--- config.mk ---
export PLATFORM = sky130hd
export DESIGN_NAME = y86_fetch
export DESIGN_NICKNAME = d
export VERILOG_FILES = /design/src/rtl/y86_pkg.sv /design/src/rtl/y86_ilen.sv /design/src/rtl/y86_fetch.sv
export SDC_FILE = /design/constraint.sdc
export NUM_CORES = 1
export LEC_CHECK = 0
export CAP_MARGIN = 20
export CORE_ASPECT_RATIO = 0.7
export CORE_UTILIZATION = 41
export DETAILED_ROUTE_END_ITERATION = 6
export PLACE_DENSITY = 0.75
export SLEW_MARGIN = 25
export SYNTH_ARGS = -nofsm -noshare
export SYNTH_HDL_FRONTEND = slang
export SYNTH_HIERARCHICAL = 1
export SYNTH_SLANG_ARGS = --single-unit
--- constraint.sdc ---
create_clock -name clk -period 6.4 [get_ports clk]
set_input_delay 1.28 -clock clk [delete_from_list [all_inputs] [get_ports clk]]
set_output_delay 1.28 -clock clk [all_outputs]
set_load 0.02 [all_outputs]
--- src/rtl/y86_pkg.sv ---
// rtl/y86_pkg.sv - Y86 icode constants, fetch states and instruction sizing helpers
package y86_pkg;

    localparam int FETCH_INST_W = 48;
    localparam int ICODE_LSB    = 44;

    localparam logic [3:0] IC_HALT   = 4'h0;
    localparam logic [3:0] IC_NOP    = 4'h1;
    localparam logic [3:0] IC_RRMOVL = 4'h2;
    localparam logic [3:0] IC_IRMOVL = 4'h3;
    localparam logic [3:0] IC_RMMOVL = 4'h4;
    localparam logic [3:0] IC_MRMOVL = 4'h5;
    localparam logic [3:0] IC_OPL    = 4'h6;
    localparam logic [3:0] IC_JXX    = 4'h7;
    localparam logic [3:0] IC_CALL   = 4'h8;
    localparam logic [3:0] IC_RET    = 4'h9;
    localparam logic [3:0] IC_PUSHL  = 4'hA;
    localparam logic [3:0] IC_POPL   = 4'hB;

    typedef enum logic [2:0] {
        ST_FETCH0,
        ST_FETCHN,
        ST_OUT,
        ST_HALTED,
        ST_ERROR
    } fetch_state_e;

    // Returns {len, valid}; an unknown icode reports length 1 so the byte can still be delivered.
    function automatic logic [3:0] ilen_f(input logic [3:0] icode);
        case (icode)
            IC_HALT, IC_NOP, IC_RET:               return {3'd1, 1'b1};
            IC_RRMOVL, IC_OPL, IC_PUSHL, IC_POPL:  return {3'd2, 1'b1};
            IC_JXX, IC_CALL:                       return {3'd5, 1'b1};
            IC_IRMOVL, IC_RMMOVL, IC_MRMOVL:       return {3'd6, 1'b1};
            default:                               return {3'd1, 1'b0};
        endcase
    endfunction

    // Byte lane (0 = bits [7:0]) that instruction byte k (1..5) lands in.
    function automatic logic [2:0] byte_lane(input logic [3:0] icode, input logic [2:0] k);
        if (icode == IC_JXX || icode == IC_CALL) begin
            return k;
        end else if (k == 3'd1) begin
            return 3'd4;
        end else begin
            return k - 3'd2;
        end
    endfunction

endpackage

--- src/rtl/y86_ilen.sv ---
// rtl/y86_ilen.sv - combinational icode to instruction length decoder
module y86_ilen
    import y86_pkg::*;
(
    input  logic [3:0] i_icode,
    output logic [2:0] o_len,
    output logic       o_valid
);

    assign {o_len, o_valid} = ilen_f(i_icode);

endmodule

--- src/rtl/y86_fetch.sv ---
// rtl/y86_fetch.sv - byte-serial instruction fetch and packing front end for decode
module y86_fetch
    import y86_pkg::*;
#(
    parameter int              PC_W     = 16,
    parameter logic [PC_W-1:0] RESET_PC = '0,
    parameter int              INST_W   = FETCH_INST_W
) (
    input  logic              clk,
    input  logic              rst,
    output logic [PC_W-1:0]   imem_addr_o,
    output logic              imem_req_o,
    input  logic              imem_ack_i,
    input  logic [7:0]        imem_rdata_i,
    input  logic              imem_err_i,
    input  logic              redirect_i,
    input  logic [PC_W-1:0]   redirect_pc_i,
    output logic [INST_W-1:0] inst_o,
    output logic [PC_W-1:0]   pc_o,
    output logic [2:0]        len_o,
    output logic              inst_valid_o,
    input  logic              inst_ready_i,
    output logic              halted_o,
    output logic              err_o
);

    fetch_state_e      r_state;
    fetch_state_e      w_next;
    logic [PC_W-1:0]   r_pc;
    logic [2:0]        r_cnt;
    logic [2:0]        r_len;
    logic [INST_W-1:0] r_inst;
    logic              r_err;

    logic [2:0]        w_len;
    logic              w_len_ok;
    logic              w_last;
    logic [2:0]        w_lane;
    logic [3:0]        w_icode;

    y86_ilen u_ilen (
        .i_icode (imem_rdata_i[7:4]),
        .o_len   (w_len),
        .o_valid (w_len_ok)
    );

    assign w_icode = r_inst[ICODE_LSB +: 4];
    assign w_last  = (r_cnt == r_len - 3'd1);
    assign w_lane  = byte_lane(w_icode, r_cnt);

    always_ff @(posedge clk or posedge rst) begin
        if (rst) begin
            r_state <= ST_FETCH0;
        end else begin
            r_state <= w_next;
        end
    end

    always_comb begin
        w_next = r_state;
        if (redirect_i) begin
            w_next = ST_FETCH0;
        end else begin
            case (r_state)
                ST_FETCH0: begin
                    if (imem_ack_i) begin
                        if (imem_err_i || !w_len_ok || w_len == 3'd1) begin
                            w_next = ST_OUT;
                        end else begin
                            w_next = ST_FETCHN;
                        end
                    end
                end
                ST_FETCHN: begin
                    if (imem_ack_i && (imem_err_i || w_last)) begin
                        w_next = ST_OUT;
                    end
                end
                ST_OUT: begin
                    if (inst_ready_i) begin
                        if (r_err) begin
                            w_next = ST_ERROR;
                        end else if (w_icode == IC_HALT) begin
                            w_next = ST_HALTED;
                        end else begin
                            w_next = ST_FETCH0;
                        end
                    end
                end
                default: ;
            endcase
        end
    end

    // A faulting byte is never packed, so the delivered word holds only bytes that arrived cleanly.
    always_ff @(posedge clk or posedge rst) begin
        if (rst) begin
            r_pc   <= RESET_PC;
            r_cnt  <= 3'd0;
            r_len  <= 3'd0;
            r_inst <= '0;
            r_err  <= 1'b0;
        end else if (redirect_i) begin
            r_pc   <= redirect_pc_i;
            r_cnt  <= 3'd0;
            r_len  <= 3'd0;
            r_inst <= '0;
            r_err  <= 1'b0;
        end else begin
            case (r_state)
                ST_FETCH0: begin
                    if (imem_ack_i) begin
                        r_cnt <= 3'd1;
                        if (imem_err_i) begin
                            r_inst <= '0;
                            r_len  <= 3'd1;
                            r_err  <= 1'b1;
                        end else begin
                            r_inst <= {imem_rdata_i, {(INST_W-8){1'b0}}};
                            r_len  <= w_len;
                            r_err  <= !w_len_ok;
                        end
                    end
                end
                ST_FETCHN: begin
                    if (imem_ack_i) begin
                        if (imem_err_i) begin
                            r_err <= 1'b1;
                        end else begin
                            r_inst[{w_lane, 3'b000} +: 8] <= imem_rdata_i;
                            r_cnt                         <= r_cnt + 3'd1;
                        end
                    end
                end
                ST_OUT: begin
                    if (inst_ready_i) begin
                        r_pc  <= r_pc + {{(PC_W-3){1'b0}}, r_len};
                        r_cnt <= 3'd0;
                    end
                end
                default: ;
            endcase
        end
    end

    assign imem_req_o   = (r_state == ST_FETCH0) || (r_state == ST_FETCHN);
    assign imem_addr_o  = r_pc + {{(PC_W-3){1'b0}}, r_cnt};
    assign inst_o       = r_inst;
    assign pc_o         = r_pc;
    assign len_o        = r_len;
    assign inst_valid_o = (r_state == ST_OUT);
    assign halted_o     = (r_state == ST_HALTED);
    assign err_o        = r_err;

endmodule

After elaboration in Yosys (flattened, before gate mapping)
Memory sizes are Yosys's and may differ from the RTL's.
Cells that the tools add are included.
{ "word_totals": {"output_inout_bits": 87, "latchBits": 0, "elab_cells": 86, "register_bits": 74, "ramBits": 0, "inputBits": 30, "n_memories": 1, "mem_bits_ro": 64} }
{ "classes": {"n_eq_ne": 14, "bitwise": 0, "multipliers": 0, "n_addsub": 6, "order_cmp": 0, "n_mux": 36, "n_reduce_logical": 21, "div": 0, "shift": 2} }
{ "memory_table": {"columns": ["memory", "words", "width", "rd", "rd_ports_with_merged_regs", "write_ports", "line", "rtl"], "rows": [
  ["(no name shown)", 16, 4, 1, 0, 0, "y86_pkg.sv:30", "case (icode)"]
]} }
{ "ops": {"columns": ["cell", "n"], "rows": [
  ["2-to-1 mux 48 bit", 5],
  ["case mux 48 bit (2 select lines)", 1],
  ["bitwise mux 48 bit", 1],
  ["2-to-1 mux 16 bit", 3],
  ["2-to-1 mux 3 bit", 16],
  ["variable shift 8 x 8 -> 48 bit, first input constant", 1],
  ["indexed part select 8 x 8 -> 48 bit", 1],
  ["adder 16 x 3 -> 16 bit", 2],
  ["case mux 3 bit (3 select lines)", 2],
  ["!= test 3 bit, second input constant", 5],
  ["AND reduction 4 bit", 3],
  ["equality test 3 x 1 -> 1 bit, second input constant", 3],
  ["negator 6 -> 8 bit", 1],
  ["nonzero test 2 bit", 4],
  ["equality test 3 x 2 -> 1 bit, second input constant", 2],
  ["logical OR 1 bit", 5],
  ["2-to-1 mux 1 bit", 5],
  ["AND reduction 5 bit", 1],
  ["equality test 4 x 3 -> 1 bit, second input constant", 1],
  ["equality test 4 bit, second input constant", 1],
  ["logical NOT 4 bit", 1],
  ["2-to-1 mux 2 bit", 2],
  ["AND reduction 2 bit", 2],
  ["nonzero test 4 bit", 1],
  ["other kinds (10)", 10]
]} }

Logic depth before layout (Yosys ltp)
Gate-level depths: netlist of run 1.
{ "logic_depth": {"ltp_word": 10, "depth_mapped": 14} }

By module
The synthesis of run 1 kept the hierarchy.
{ "by_module_without_submodules": {"columns": ["mod", "area_per_inst_um2", "instances", "cells_each"], "rows": [
  ["y86_fetch", 4058.9, 1, 401],
  ["y86_ilen", 65.1, 1, 8]
]} }

Worst setup path before layout of run 1
OpenSTA, ideal clock, no wires.
{ "synth_timing": {"path_type": "reg2out", "start": "reg r_pc[0], in the netlist pc_o[0]", "end": "out imem_addr_o[14]", "setup_slack_ns": 3.115, "arrival_ns": 2.005, "required_time_ns": 5.120, "stages_incl_launch_ff": 8, "path_cell_list": "dfrtp_1 -> ha_1 -> inv_1 -> fa_1 -> nor2b_1 -> o21ai_0 -> nor3_1 -> xor2_1"} }
{ "synth_via": {"elab_chain_cells": 1} }
{ "synth_lines": {"columns": ["element", "line", "rtl"], "rows": [
  ["start, declared", "y86_fetch.sv:29", "logic [PC_W-1:0] r_pc;"],
  ["start signal, assigned", "y86_fetch.sv:104", "r_pc <= redirect_pc_i;"],
  ["start signal, assigned", "y86_fetch.sv:137", "r_pc <= r_pc + {{(PC_W-3){1'b0}}, r_len};"],
  ["adder 16 x 3 -> 16 bit", "y86_fetch.sv:147", "assign imem_addr_o = r_pc + {{(PC_W-3){1'b0}}, r_cnt};"],
  ["end, declared", "y86_fetch.sv:11", "output logic [PC_W-1:0] imem_addr_o,"]
]} }
Every way passes these cells.

Worst setup path after layout of run 1
{ "layout_timing": {"start": "reg r_cnt[0]", "end": "out imem_addr_o[14]"} }
{ "layout_via": {"elab_chain_cells": 1} }
{ "layout_lines": {"columns": ["element", "line", "rtl"], "rows": [
  ["start, declared", "y86_fetch.sv:30", "logic [2:0] r_cnt;"],
  ["start signal, assigned", "y86_fetch.sv:131", "r_cnt <= r_cnt + 3'd1;"],
  ["adder 16 x 3 -> 16 bit", "y86_fetch.sv:147", null]
]} }
Every way passes these cells.

==> results of run 1 <==
==> cells in the final DEF (no fill, tap or decap), types with 5 or more instances in the layout <==
cell type	n
a21oi_1	15
a22o_1	41
clkbuf_16	9
clkdlybuf4s50_1	116
dfrtp_1	74
ha_1	13
inv_1	23
mux2i_1	10
nand2_1	42
nand2b_1	5
nand3_1	6
nor2_1	22
nor2b_1	6
nor3_1	10
nor4_1	5
o21ai_0	28
xnor2_1	17
xor2_1	14
==> cell type report <==
cell class	instances	area, um^2
sequential	74	1852
fill	793	4010
clock buffer	11	252.7
tap	128	160.2
inverter	24	90.09
timing repair buffer	118	1180
multi-input combinational	296	2126
clock inverter	4	51.30
==> final timing paths <==
path / start / endpoint / cells past startpoint
worst max-delay path: r_cnt[0]$_DFFE_PP0P_ / imem_addr_o[14] / 8
worst min-delay path: inst_o[28]$_DFFE_PP0P_ / inst_o[28]$_DFFE_PP0P_ / 1
worst max register to register: inst_o[45]$_DFFE_PP0P_ / inst_o[16]$_DFFE_PP0P_ / 10
worst min register to register: inst_o[28]$_DFFE_PP0P_ / inst_o[28]$_DFFE_PP0P_ / 1
max in group asynchronous: rst / inst_o[7]$_DFFE_PP0P_ / 3
min in group asynchronous: rst / pc_o[5]$_DFFE_PP0P_ / 3
==> power breakdown <==
group	total (mW)	leakage (nW)	switching, mW	internal [mW]
sequential	0.571	0.996	0.0671	0.504
combinational	0.607	1.30	0.350	0.256
clock	0.510	0.148	0.189	0.321
total	1.69	2.44	0.607	1.08
==> per-stage QoR <==
stage	area (um^2)	util (%)	hold WS, ns	total power, mW	cells
final	5712	58.75	0.5006	1.688	655
after global routing	5712	58.75	0.5141	1.787	655
after CTS	5700	58.64	0.5032	1.695	655
after detailed placement	5396	55.51	0.4833	1.178	640
after global placement	5396	55.51	0.4862	1.165	640
after floorplan	4124	-	0.6046	0.9605	409
==> worst max-delay path, cell delays in order (launching register included) <==
cell	delay (ns)
dfrtp_1	0.60
ha_1	0.26
inv_1	0.06
fa_1	0.39
nor2b_1	0.15
o21ai_0	0.26
nor3_1	0.27
xor2_1	0.16
clkdlybuf4s50_1	0.61
==> Yosys cell counts (all sizes together) (9+ instances only) <==
cell	instances	area, um^2
nand2	42	157.7
xor2	14	122.6
a22o	41	359.1
dfrtp	74	1852
mux2i	10	100.1
ha	13	162.7
a21oi	17	92.59
clkbuf	9	33.78
xnor2	17	148.9
nor3	13	80.08
inv	24	90.09
nor2	23	88.84
o21ai	29	145.1
==> layer usage <==
layer,share of wire (%),vias to the layer above
met5,0,-
met1,48,1783
li1,-,1700
met4,1.2,0
met2,45,111
met3,5.7,16
==> state kept, by name (all words and copies together), names as in the netlist <==
register and flops:
err_o 1, inst_o 48, len_o 3, pc_o 16, r_cnt 3, r_state 3
==> cell families (layout without fill, tap and decap cells) <==
family          count (synthesis)  count (layout)
compound gates                105             105
xor+xnor                       31              31
fa+ha+maj                      15              15
buf+inv                        39             157
flops                          74              74
mux                            13              13
simple gates                  132             132
==> summary.md, run 1 <==
| Metric | Value |
|---|---|
| Worst slack at placement | 2.392 ns |
| Syn_nets | 454 |
| Mapped Area | 4124 um^2 |
| Largest family of logic cells by synthesized area | compound AO/OA/AOI/OAI gates |
| Post-CTS setup buffer count | 0 |
| Setup TNS | 0 ns |
| Worst-case vdd ir drop | 0.1436 mV |
| WL/cell | 17.00 um |
| Site Rows | 30 |
| DRC violation count after routing | 0 |
| Initial antenna violation count | 0 |
| CP endpoint kind | output pin |
| DIE AREA | 10470 um^2 |
| Slew @ Worst Pin | 0.8373 ns |
| Synth Area in Adders | 4.915% |
| Final max-slew violation count | 0 |
| Number of flops mapped to enable cells by yosys | 0 |
| Simple-gate share of the synthesized area | 18.08% |
| Core ar. | 9722 um^2 |
| Startpoint class of the critical path | register |
| Worst Path Required | 5.12 ns |
| Die height | 85.91 um |
| Remaining antenna violation count | 0 |
| Unique masters post-synth | 52 |
| CTS tree | yes |
| GRT Total Usage | 22.79% |
| Power Density | 295.5 nW/um^2 |
| GR Util met3 | 4.388% |
| Clock buffer count from CTS | 9 |
| First-pass GRT wire length | 18.35 mm |
| Final hold vios | 0 |
| F_max | 0.2287 GHz |
| N_diodes | 0 |
| CTS Sinks | 74 |
| Drt first-iter violations | 371 |
| Critical path class | reg -> out |
| IO Port Bufs | 116 |
| Max Cap Violations | 0 |
| Initial core utilization | 42.42% |
| FFs w/ async S/R, synth | 100.0% |
| GPL Wtd Cong | 0.8710 |
| Routed vias/inst | 5.511 |
| Most used routing layer | met1 |
| #FFs+latches synth | 74 |
| Final setup fails | 0 |
| Final nets | 568 |
| Compound-Gate Fraction of Synth Area | 18.54% |
| Outcome | completed |
| Setup slack after layout | 2.028 ns |
| Skew final | 0.004718 ns |
| Vias in the first global route | 3553 |
| Met1 Use GR | 33.82% |
| Hold buffer count at cts | 0 |
| Seq/Total Area, Yosys | 44.90% |
| H-tree lvl count | 3 |
| Hold Path Class | reg -> reg |
| Worst-path clk slew | 0.06 ns |
| Mux cell area share after synthesis | 3.246% |
| R2r setup slk | 2.90 ns |
| I/O pins | 117 |
| Pre-Repair DR Iteration Count | 5 |
| Met2 Usage GRT | 33.49% |
| Crit path DAT | 3.09 ns |
| Post-synth top flop | dfrtp_1 |
| Clk root buf | clkbuf_16 |
| Cts repair resizes | 0 |
| Via Count | 3610 |
| RSZ-0062 raised after global routing | no |
| Hpwl dp | 8.295 mm |
| Critical Path Fanout Max | 12 |
| Gr ovfl total | 0 |
| Largest net degree at the start of global routing | 75 |
| Layout cells sized above 1 | 7.590% |
| Post-route clock period utilization | 68.31% |
| Post-synthesis xor/xnor area fraction | 6.584% |
| Routed WL | 11.14 mm |
| Average cell area after synthesis | 10.08 um^2 |
| Fin crit period | 4.372 ns |
| Syn Inst Count | 409 |
| Static leakage power | 2.442 nW |
| Yosys warns | 6 |
| Maximum clock path buffer count | 2 |
| Die Span X | 121.9 um |
| P&R area growth vs syn | 38.50% |
| Worst-skew pair later-pin latency | 0.33 ns |
| Slew headroom | 43.40% |
No activity file was read; power rests on OpenSTA's default activity.
==> inputs of run 2 (changes only) <==
PLACE_DENSITY = 0.78   (was 0.75)
clock period = 4 ns   (was 6.4 ns; I/O delays follow)
==> run 2 against run 1 <==
- via count rose by 2.3%
- design area rose by 0.83%
- critical endpoint unchanged
- flip-flop and latch count did not move
- worst hold slack improved by 0.0063 ns
- non-clock buffer count rose by 3
- sequential share of layout area fell by 0.27 points
- largest cell class unchanged
- sequential power rose by 57%
- final cell count rose by 0.61%
==> summary.md, run 2 (synthesized netlist as in run 1, its figures left out) <==
| Metric | Value |
|---|---|
| Largest net degree at the start of global routing | 75 |
| Vias in the first global route | 3555 |
| DRC violation count after routing | 0 |
| I/O pins | 117 |
| Core ar. | 9722 um^2 |
| Slew headroom | 39.47% |
| WL/cell | 17.83 um |
| RSZ-0062 raised after global routing | no |
| Max reg flops | 48 |
| Final hold vios | 0 |
| WHS | 0.5069 ns |
| Final nets | 571 |
| Crit path buffers/inverters | 1 |
| Remaining antenna violation count | 0 |
| Post-layout util | 59.24% |
| Worst-path clk slew | 0.05 ns |
| Gr ovfl total | 0 |
| Final setup fails | 0 |
| Post-CTS setup buffer count | 0 |
| Via Count | 3694 |
| Power Density | 485.6 nW/um^2 |
| Worst Path Required | 3.20 ns |
| Final max-slew violation count | 0 |
| Startpoint class of the critical path | register |
| Cts repair resizes | 0 |
| Post-route clock period utilization | 93.58% |
| Delay-heaviest family, CP | buffers and inverters |
| FILL cells | 790 |
| IO Port Bufs | 116 |
| Routed WL | 11.75 mm |
| Outcome | completed |
| CP endpoint kind | output pin |
| Critical R2R Capture | inst_o[17]$_DFFE_PP0P_ |
| Skew final | 0.006101 ns |
| Fin crit period | 3.743 ns |
| Initial antenna violation count | 0 |
| DIE AREA | 10470 um^2 |
| Critical Path Fanout Max | 11 |
| Crit path cell chain | ha_1 > nor2b_1 > o21ai_0 > nor3_1 > xor2_1 > clkdlybuf4s50_1 |
| Hold buffer count at cts | 0 |
| Worst path slowest cell | clkdlybuf4s50_1 |
| First-pass GRT wire length | 18.86 mm |
| GPL Wtd Cong | 0.8888 |
| CTS tree | yes |
| Worst slack at placement | 0.5996 ns |
| Clk root buf | clkbuf_16 |
| Most frequent cells in the layout | clkdlybuf4s50_1 (116), dfrtp_1 (74), nand2_1 (42), a22o_1 (41), o21ai_0 (28) |
| Site Rows | 30 |
| Hold Path Class | reg -> reg |
| P&R area growth vs syn | 39.65% |
| Drt first-iter violations | 175 |
| Max Cap Violations | 0 |
| Worst-skew pair later-pin latency | 0.34 ns |
| Clock buffer count from CTS | 9 |
| Pre-Repair DR Iteration Count | 5 |
| R2r setup slk | 0.49 ns |
| Worst Hold Depth | 1 |
| Cell area after placement | 5419 um^2 |
| RR Startpoint | inst_o[45]$_DFFE_PP0P_ |
| Layout cells sized above 1 | 8.286% |
| N_diodes | 0 |
| Critical path class | reg -> out |
| CP peak stage delay | 0.63 ns |
| Setup slack after layout | 0.2568 ns |
| Die height | 85.91 um |
| Initial core utilization | 42.42% |
| Hold path start | inst_o[3]$_DFFE_PP0P_ |
| F_max | 0.2671 GHz |
| CTS Sinks | 74 |
| Maximum clock path buffer count | 2 |
| Worst-case vdd ir drop | 0.2605 mV |
| Die Span X | 121.9 um |
| Crit path DAT | 2.94 ns |
| Routed vias/inst | 5.605 |
| Hpwl dp | 8.686 mm |
| WHS Endpoint | inst_o[3]$_DFFE_PP0P_ |
| Slew @ Worst Pin | 0.8953 ns |
| Reg2reg path depth | 11 |
| Static leakage power | 2.468 nW |
| Setup TNS | 0 ns |
| Final Cell Area | 5759 um^2 |
| Commonest non-fill, non-tap cell in the layout | clkdlybuf4s50_1 |
| GRT Total Usage | 23.57% |
| H-tree lvl count | 3 |
[run 2: report_power, final]
part | total [mW] | leakage (nW) | switching, mW | internal (mW)
logic | 1.02 | 1.31 | 0.603 | 0.419
registers | 0.899 | 0.996 | 0.0922 | 0.807
clock network | 0.876 | 0.159 | 0.313 | 0.564
total | 2.80 | 2.47 | 1.01 | 1.79
[run 2: area by class of cell]
cell class | instances | area (um^2) | share of cell area (%)
clock buffers | 10 | 239.0 | 4.149
repair buffers | 121 | 1202 | 20.88
flip-flops and latches | 74 | 1852 | 32.15
multi-input cells | 296 | 2126 | 36.91
clock inverters | 6 | 90.09 | 1.564
well taps | 128 | 160.2 | 2.781
inverters | 24 | 90.09 | 1.564
[run 2: per-layer routing]
layer	up-vias	GRT usage, %	part of all wire (%)
li1	1706	-	-
met1	1855	34.01	47
met2	122	35.95	47
met3	11	5.519	4.6
met4	0	4.938	0.72
met5	-	0	0
[run 2: stage by stage]
stage | power [mW] | cells
6_report | 2.797 | 659
4_1_cts | 2.801 | 659
2_1_floorplan | 1.537 | 409
3_3_place_gp | 1.871 | 643
5_1_grt | 2.950 | 659
3_5_place_dp | 1.904 | 643
[run 2: worst max path at each step]
stage,start,endpoint,cells past startpoint,slack [ns]
5_1_grt,r_cnt[2]$_DFFE_PP0P_,imem_addr_o[14],6,0.13
6_report,r_cnt[2]$_DFFE_PP0P_,imem_addr_o[14],6,0.26
2_1_floorplan,inst_o[45]$_DFFE_PP0P_,inst_o[32]$_DFFE_PP0P_,11,0.92
3_3_place_gp,pc_o[0]$_DFFE_PP0P_,imem_addr_o[14],8,0.73
4_1_cts,r_cnt[2]$_DFFE_PP0P_,imem_addr_o[14],6,0.26
3_5_place_dp,inst_o[45]$_DFFE_PP0P_,inst_o[17]$_DFFE_PP0P_,11,0.60
==> inputs of run 3 (changes only) <==
GPL_TIMING_DRIVEN = 0   (was not set)
==> run 3 against run 2 <==
- sequential power fell by 1%
- design area is 0.59% higher
- utilization rose by 0.35 points
- flip-flop and latch count is the same
- critical path depth up 2
- die area did not move
- sequential share of layout area decreased by 0.19 points
- via count is 1.7% higher
- global-route usage up 0.47 points
==> summary.md, run 3 (synthesized netlist as in run 1, its figures left out) <==
| Metric | Value |
|---|---|
| IO Port Bufs | 115 |
| CP peak stage delay | 0.62 ns |
| GPL Wtd Cong | 0.8949 |
| Routed WL | 12.16 mm |
| Switching power share of the total | 36.69% |
| Power Density | 485.1 nW/um^2 |
| Max reg flops | 48 |
| Slew @ Worst Pin | 0.9566 ns |
| Fin crit period | 3.838 ns |
| Initial core utilization | 42.42% |
| F_max | 0.2605 GHz |
| Final hold vios | 0 |
| RR Startpoint | inst_o[45]$_DFFE_PP0P_ |
| RSZ-0062 raised after global routing | no |
| Final max-slew violation count | 0 |
| Cts repair resizes | 0 |
| Layout cells sized above 1 | 8.318% |
| Most used routing layer | met2 |
| Maximum clock path buffer count | 2 |
| Vias in the first global route | 3622 |
| Logic pwr share | 37.2% |
| Final setup fails | 0 |
| Clk root buf | clkbuf_16 |
| CP endpoint kind | output pin |
| Routed vias/inst | 5.614 |
| Delay-heaviest family, CP | buffers and inverters |
| Dpl cells | 653 |
| Part of the power in the clock network | 31.3% |
| Largest net degree at the start of global routing | 48 |
| Register area | 1852 um^2 |
| Post-CTS setup buffer count | 0 |
| Final std cells w/o fill | 669 |
| Worst-skew pair later-pin latency | 0.34 ns |
| Remaining antenna violation count | 0 |
| Post-route clock period utilization | 95.96% |
| Final Cell Area | 5793 um^2 |
| Reg power frac | 31.5% |
| Worst path slowest cell | clkdlybuf4s50_1 |
| Worst-case vdd ir drop | 0.2259 mV |
| Crit path buffers/inverters | 3 |
| Final nets | 581 |
| Internal power | 1.779 mW |
| First-pass GRT wire length | 19.13 mm |
| Startpoint class of the critical path | register |
| Max Cap Violations | 0 |
| GR Util met3 | 5.519% |
| Slew headroom | 35.33% |
| FILL cells | 782 |
| Commonest non-fill, non-tap cell in the layout | clkdlybuf4s50_1 |
| DRC violation count after routing | 0 |
| Cell area after placement | 5465 um^2 |
| Crit path cell chain | buf_2 > inv_1 > fa_1 > nor2b_1 > o21ai_0 > nor3_1 > xor2_1 > clkdlybuf4s50_1 |
| Hpwl dp | 8.973 mm |
| I/O pins | 117 |
| H-tree lvl count | 3 |
| Hold path start | inst_o[1]$_DFFE_PP0P_ |
| Critical Path Fanout Max | 10 |
| Combined area of the multi-input logic cells | 2126 um^2 |
| WHS | 0.4981 ns |
| Pre-Repair DR Iteration Count | 5 |
| Psw | 1.031 mW |
| CTS Sinks | 74 |
| Skew final | 0.005988 ns |
| Hold Path Class | reg -> reg |
| Critical path class | reg -> out |
| Outcome | completed |
| P&R area growth vs syn | 40.47% |
| Gr ovfl total | 0 |
| Clock buffer count from CTS | 9 |
| DIE AREA | 10470 um^2 |
| Site Rows | 30 |
| Worst-path clk slew | 0.06 ns |
| Drt first-iter violations | 283 |
| Die Span X | 121.9 um |
| WL/cell | 18.17 um |
| GRT Total Usage | 24.05% |
| Static leakage power | 2.486 nW |
| Most frequent cells in the layout | clkdlybuf4s50_1 (115), dfrtp_1 (74), nand2_1 (42), a22o_1 (41), o21ai_0 (28) |
| Worst Path Required | 3.20 ns |
| Core ar. | 9722 um^2 |
| Crit path from | r_cnt[1]$_DFFE_PP0P_ |
| CTS tree | yes |
| Met1 Use GR | 34.38% |
| N_diodes | 0 |
| Setup TNS | 0 ns |
| Met2 Usage GRT | 35.13% |
| Hold buffer count at cts | 0 |
| Pwr Total | 2.810 mW |
| Via Count | 3756 |
| Initial antenna violation count | 0 |
| Crit path DAT | 3.04 ns |
| Die height | 85.91 um |
run 3: worst reg2reg max path, stage by stage, from the launching register on:
cell	delay [ns]
dfrtp_1	0.46
or4b_4	0.62
nand2_1	0.16
mux2_2	0.37
inv_1	0.10
ha_1	0.19
ha_1	0.32
nor2b_1	0.20
o2111ai_1	0.13
a31oi_1	0.14
a21oi_1	0.59
a22o_1	0.27
run 3: metrics by stage:
stage	setup slack (ns)	utilization, %
floorplan	0.9175	-
global placement	0.1347	55.91
detailed placement	0.5297	56.22
CTS	0.1719	59.51
global route	0.02132	59.59
finish	0.1615	59.59
run 3: final timing paths:
kind | endpoint | slack, ns | depth (start not counted)
setup / recovery | imem_addr_o[14] | 0.16 | 8
hold / removal | inst_o[1]$_DFFE_PP0P_ | 0.50 | 1
setup reg to reg | inst_o[32]$_DFFE_PP0P_ | 0.38 | 11
hold reg to reg | inst_o[1]$_DFFE_PP0P_ | 0.50 | 1
max in group asynchronous | inst_o[28]$_DFFE_PP0P_ | 2.64 | 3
min in group asynchronous | pc_o[5]$_DFFE_PP0P_ | 0.81 | 2
run 3: routing by layer:
metal	share of wire, %	vias up
li1	-	1730
met1	47	1854
met2	45	146
met3	5.8	26
met4	2.0	0
met5	0	-
run 3: area by class of cell:
type                            count  share of cell area (%)
Inverter                           24                   1.598
Timing Repair Buffer              116                   20.35
Sequential cell                    74                   31.97
Clock inverter                      6                   1.577
Tap cell                          128                   2.765
Multi-Input combinational cell    296                   36.70
Buffer                             15                   1.102
Clock buffer                       10                   3.952
run 3: power groups by stage:
stage	clock network (mW)	logic, mW	registers, mW
3_3_place_gp	0	0.982	0.891
5_1_grt	0.925	1.12	0.893
6_report	0.879	1.05	0.886
4_1_cts	0.888	1.03	0.884
2_1_floorplan	0	0.608	0.929
3_5_place_dp	0	1.02	0.895
